===== config.mk =====
export PLATFORM = sky130hd
export DESIGN_NAME = mvm_acc_act
export DESIGN_NICKNAME = d
export VERILOG_FILES = /design/src/rtl/mvm_acc_act.sv
export SDC_FILE = /design/constraint.sdc
export NUM_CORES = 1
export LEC_CHECK = 0
export CAP_MARGIN = 20
export CORE_MARGIN = 2
export CORE_UTILIZATION = 45
export CTS_CLUSTER_SIZE = 24
export DETAILED_ROUTE_END_ITERATION = 6
export PLACE_DENSITY = 0.73
export RECOVER_POWER = 100
export REMOVE_ABC_BUFFERS = 1
export SLEW_MARGIN = 25
export SYNTH_ARGS = -nofsm -noshare
export SYNTH_HDL_FRONTEND = slang
export SYNTH_SLANG_ARGS = --single-unit

===== constraint.sdc =====
create_clock -name i_clk_acc -period 2.2 [get_ports i_clk_acc]
set_clock_uncertainty 0.1 [all_clocks]
set_input_delay 0.66 -clock i_clk_acc [delete_from_list [all_inputs] [get_ports i_clk_acc]]
set_output_delay 0.66 -clock i_clk_acc [all_outputs]
set_load 0.02 [all_outputs]

===== src/rtl/mvm_acc_act.sv =====
// Accumulates N_TERMS stochastic-MVM lane results per output and applies a sign activation.
// Optional MVM_ACC_SAT_EN: saturate on overflow instead of wrapping.
module mvm_acc_act #(
    parameter int N_LANE  = 4,
    parameter int IN_W    = 4,
    parameter int ACC_W   = 10,
    parameter int N_TERMS = 8
) (
    input  logic              i_clk_acc,
    input  logic              i_rst_acc,
    input  logic              i_ismvm,
    input  logic [IN_W-1:0]   i_wx_result [N_LANE-1:0],
    input  logic              i_clr_acc,
    input  logic              i_ready,
    output logic              o_valid,
    output logic [ACC_W-1:0]  o_acc [N_LANE-1:0],
    output logic [N_LANE-1:0] o_act,
    output logic              o_stall,
    output logic              o_drop,
    output logic [N_LANE-1:0] o_ovf
);

    typedef enum logic [1:0] {IDLE = 2'd0, GEN = 2'd1, OUT = 2'd2} state_t;

    localparam logic [7:0] LAST = 8'(N_TERMS);

    state_t             state_q, state_d;
    logic               ismvm_dly_q;
    logic [7:0]         cnt_q, cnt_d;
    logic [7:0]         cnt_inc;
    logic [ACC_W-1:0]   acc_q [N_LANE-1:0];
    logic [ACC_W-1:0]   acc_d [N_LANE-1:0];
    logic [ACC_W-1:0]   lane_nxt [N_LANE-1:0];
    logic [N_LANE-1:0]  lane_ovf;
    logic [N_LANE-1:0]  ovf_q, ovf_d;
    logic               valid_q, valid_d;
    logic               drop_q, drop_d;
    logic               cap;
    logic               last_term;

    // End of a generation window: busy was high last cycle and is low now.
    assign cap       = ismvm_dly_q & ~i_ismvm;
    assign cnt_inc   = cnt_q + 8'd1;
    assign last_term = (cnt_inc == LAST);

    for (genvar i = 0; i < N_LANE; i++) begin : g_lane
        logic [ACC_W:0] sum;
        assign sum = {acc_q[i][ACC_W-1], acc_q[i]}
                   + {{(ACC_W+1-IN_W){i_wx_result[i][IN_W-1]}}, i_wx_result[i]};
        assign lane_ovf[i] = sum[ACC_W] ^ sum[ACC_W-1];
`ifdef MVM_ACC_SAT_EN
        // sum[ACC_W] carries the sign of the true result, so it picks the rail.
        assign lane_nxt[i] = !lane_ovf[i] ? sum[ACC_W-1:0] :
                             sum[ACC_W]   ? {1'b1, {(ACC_W-1){1'b0}}} :
                                            {1'b0, {(ACC_W-1){1'b1}}};
`else
        assign lane_nxt[i] = sum[ACC_W-1:0];
`endif
        assign o_acc[i] = acc_q[i];
        assign o_act[i] = ~acc_q[i][ACC_W-1];
    end

    always_ff @(posedge i_clk_acc or negedge i_rst_acc) begin
        if (!i_rst_acc) begin
            state_q     <= IDLE;
            ismvm_dly_q <= 1'b0;
            cnt_q       <= '0;
            acc_q       <= '{default: '0};
            ovf_q       <= '0;
            valid_q     <= 1'b0;
            drop_q      <= 1'b0;
        end else begin
            state_q     <= state_d;
            ismvm_dly_q <= i_ismvm;
            cnt_q       <= cnt_d;
            acc_q       <= acc_d;
            ovf_q       <= ovf_d;
            valid_q     <= valid_d;
            drop_q      <= drop_d;
        end
    end

    always_comb begin
        state_d = state_q;
        if (i_clr_acc) begin
            state_d = IDLE;
        end else begin
            case (state_q)
                IDLE:    if (i_ismvm) state_d = GEN;
                GEN:     if (cap) state_d = last_term ? OUT : IDLE;
                OUT:     if (i_ready) state_d = IDLE;
                default: state_d = IDLE;
            endcase
        end
    end

    always_comb begin
        cnt_d   = cnt_q;
        acc_d   = acc_q;
        ovf_d   = ovf_q;
        valid_d = valid_q;
        drop_d  = drop_q;
        if (i_clr_acc) begin
            // Clear wins over a same-cycle capture or transfer; that capture is not a drop.
            cnt_d   = '0;
            acc_d   = '{default: '0};
            ovf_d   = '0;
            valid_d = 1'b0;
            drop_d  = 1'b0;
        end else begin
            case (state_q)
                GEN: if (cap) begin
                    acc_d = lane_nxt;
                    ovf_d = ovf_q | lane_ovf;
                    cnt_d = cnt_inc;
                    if (last_term) valid_d = 1'b1;
                end
                OUT: begin
                    if (cap) drop_d = 1'b1;
                    if (i_ready) begin
                        cnt_d   = '0;
                        acc_d   = '{default: '0};
                        ovf_d   = '0;
                        valid_d = 1'b0;
                    end
                end
                default: ;
            endcase
        end
    end

    assign o_valid = valid_q;
    assign o_stall = (state_q == OUT);
    assign o_drop  = drop_q;
    assign o_ovf   = ovf_q;

endmodule


==> reports/metrics.cfg <==
[synthesis]
synth_seq_cells=57
synthDominantCellAreaShare=0.3722
synth_edf_count=0
yosysSeqAreaShare=0.3722
synth_ff_type=dfrtp_1
synthArstFlopShare=1.000
synthTopCellsByArea=dfrtp_1, ha_1, o21ai_0
synth_warnings=0
syn_avg_cell_area_um2=9.103
ys_types=47
synth_top_cell_by_area=dfrtp_1
netlist_instances=421
netlist_area_um2=3832

[power_and_ir_drop]
comb_power_share=0.274
intPower_w=0.001923
powerDensity_nw_per_um2=456.3
p_sw_w=0.0008405
seqPwrFrac=0.405
finalPower_w=0.002764
max-vdd-ir-drop_mv=0.2720
swShare=0.3041
p_clk_frac=0.321
p_leak_nw=2.803

[sta]
finalSetupViolations=18
fin_crit_sh=1.059
rsz0062_at_grt=true
fin_crit_ps=2330
worst_slack_ps=-130.3
tightest_slew_ps=688.7
max-slew-margin-rel=0.5409
max_freq_mhz=429.1
hold_viol=0
final.setup.tns_ps=-848.4
final-max-slew-violation-count=0

[layout]
final_nets=675
final_cell_mix=buf_4, dfrtp_1, nand2_1
register_area_um2=1426
drive_gt1_frac=0.3535
filler_cell_count=570
multi_input_area_um2=2754
n_antenna_cell=0
layout_commonest_cell=buf_4
final_core_util=0.7372
final_area_um2=6057
area_growth_syn_to_layout_pct=58.05

[grt]
grt_pass1_wl_um=18010
grt_max_degree=47
grt_pass1_vias=3948
antenna_found_initial=0
gr-total-overflow=0
grt.total_usage=0.2493

[critical_path]
worst-path-buf-inv=3
cp_max_fo=5
cp_slowest_cell=ha_1
cp.required_ps=2320
startpoint_type=primary input
rrSetupSlack_ps=-130
critPathCaptureType=flip-flop
critPathMaxStageDelay_ps=300
worst_r2r_endpoint=o_acc[38]
critical_path_arrival_ps=2450
critical_path_class=primary input to flip-flop
cp_cell_sequence=buf_2 > buf_4 > ha_1 > a21oi_1 > a21boi_0 > a31oi_2 > buf_4 > a31oi_1 > nor4_1 > a211o_1
regToRegStartpoint=o_acc[30]
critPathTopFamily=compound AO/OA/AOI/OAI gates
crit_top_cell=buf_4
rr_worst_depth=10

[drt]
ant_nets=0
route.vias.total=3896
drt_wl_total_um=11670
drt_iter0_drc=223
post-route-drc-count=0
dr.pass1.iters=4
avgViaCountPerCell=5.441
post_drt_wl_per_cell_um=16.30

[place]
gp_congestion=0.8729
dp_slack_ps=-894.8
hpwl_um=7525
placed_area_um2=5383
io_buffers=71

[die]
rows=33
dieArea_um2=9271
initial_core_util=0.4664
core-area_um2=8217
ioPinCount=72
dieWidth_um=96.29
fp.dieH_um=96.29

[clocking]
clkLatencyLatePin_ps=340
cts_sinks=57
cts.path.max_buffers=2
cts_tree=built
cts_buffers=9
clk_pin_slew_worst_paths_ps=80
cts_root_buf=clkbuf_8
htree_levels=3

[run_status]
violations=setup timing
status=finished with violations

[hold_path]
min_path_type=primary input to async pin

[job]
cap_violations=0

-- worst max-delay path by stage --
stage,startpoint,end,cells after the start
2_1_floorplan,i_wx_result[12],o_acc[38],10
3_3_place_gp,i_wx_result[12],o_acc[38],11
3_5_place_dp,i_wx_result[12],o_acc[38],11
4_1_cts,o_acc[30],o_acc[38],10
5_1_grt,o_acc[30],o_acc[38],10
6_report,i_wx_result[7],o_ovf[1],10
-- cells in the mapped netlist (6+ instances only) --
library cell,n
xnor2_1,10
a21o_1,7
buf_2,6
nor2b_1,9
inv_1,25
o21ai_0,54
a31oi_1,7
nor2_1,18
o21a_1,7
a22o_1,7
ha_1,42
a21oi_1,26
dfrtp_1,57
xor2_1,17
nand2_1,54
clkbuf_1,6
-- layout make-up --
type / count / area share
sequential: 57 / 0.2355
timing repair buffer: 188 / 0.2458
inverter: 25 / 0.01549
multi-input combinational: 327 / 0.4547
tap: 105 / 0.02169
clock buffer: 14 / 0.02685
-- flip-flops by register name, indices dropped and copies added (netlist names) --
| signal | count |
|---|---|
| state_q | 2 |
| o_drop | 1 |
| cnt_q | 8 |
| ismvm_dly_q | 1 |
| o_valid | 1 |
| o_ovf | 4 |
| o_acc | 40 |
-- metrics by stage --
stage	instances	hold slack (ps)
after global routing	716	290.6
after CTS	711	115.2
final	716	224.3
after detailed placement	683	387.8
after global placement	683	366.6
after floorplan	409	264.4
-- worst register-to-register path, stage by stage, from the launching register on --
cell	delay [ps]
dfrtp_1	420
ha_4	180
inv_2	50
fa_2	220
nor2b_4	50
o31a_1	260
o21ai_2	150
a21boi_2	80
o21a_1	180
or3_1	300
a32o_1	220
-- logic make-up (layout without fill, tap and decap cells) --
logic type / count (synthesis) / count (layout) / share of synthesized area
flops: 57 / 57 / 0.3722
buf+inv: 37 / 227 / 0.03820
fa+ha+maj: 46 / 46 / 0.1580
simple gates: 109 / 109 / 0.1345
xor+xnor: 27 / 27 / 0.06170
compound gates: 145 / 145 / 0.2354
-- power groups by stage --
stage               clock (W)  sequential [W]  combinational [W]
floorplan                   0         0.00116           0.000267
global placement            0         0.00113           0.000624
detailed placement          0         0.00113           0.000642
CTS                  0.000895         0.00112           0.000698
global route         0.000948         0.00112           0.000823
finish               0.000888         0.00112           0.000756
-- routing by layer --
layer  global-route usage  share of wire  vias to the layer above
li1                     -              -                     1885
met1               0.3096           0.43                     1898
met2               0.4300           0.51                       92
met3              0.04072          0.038                       21
met4              0.09881          0.018                        0
met5                    0              0                        -
-- timing repair --
| item | CTS | global route |
|---|---|---|
| resized for setup | 111 | 62 |
| pin swaps | 60 | 51 |
| setup endpoints to repair | 30 | 32 |
| setup buffers | 15 | 8 |
| gates cloned | 0 | 0 |
| hold buffers | 0 | 0 |
No activity file was read; power rests on OpenSTA's default activity.
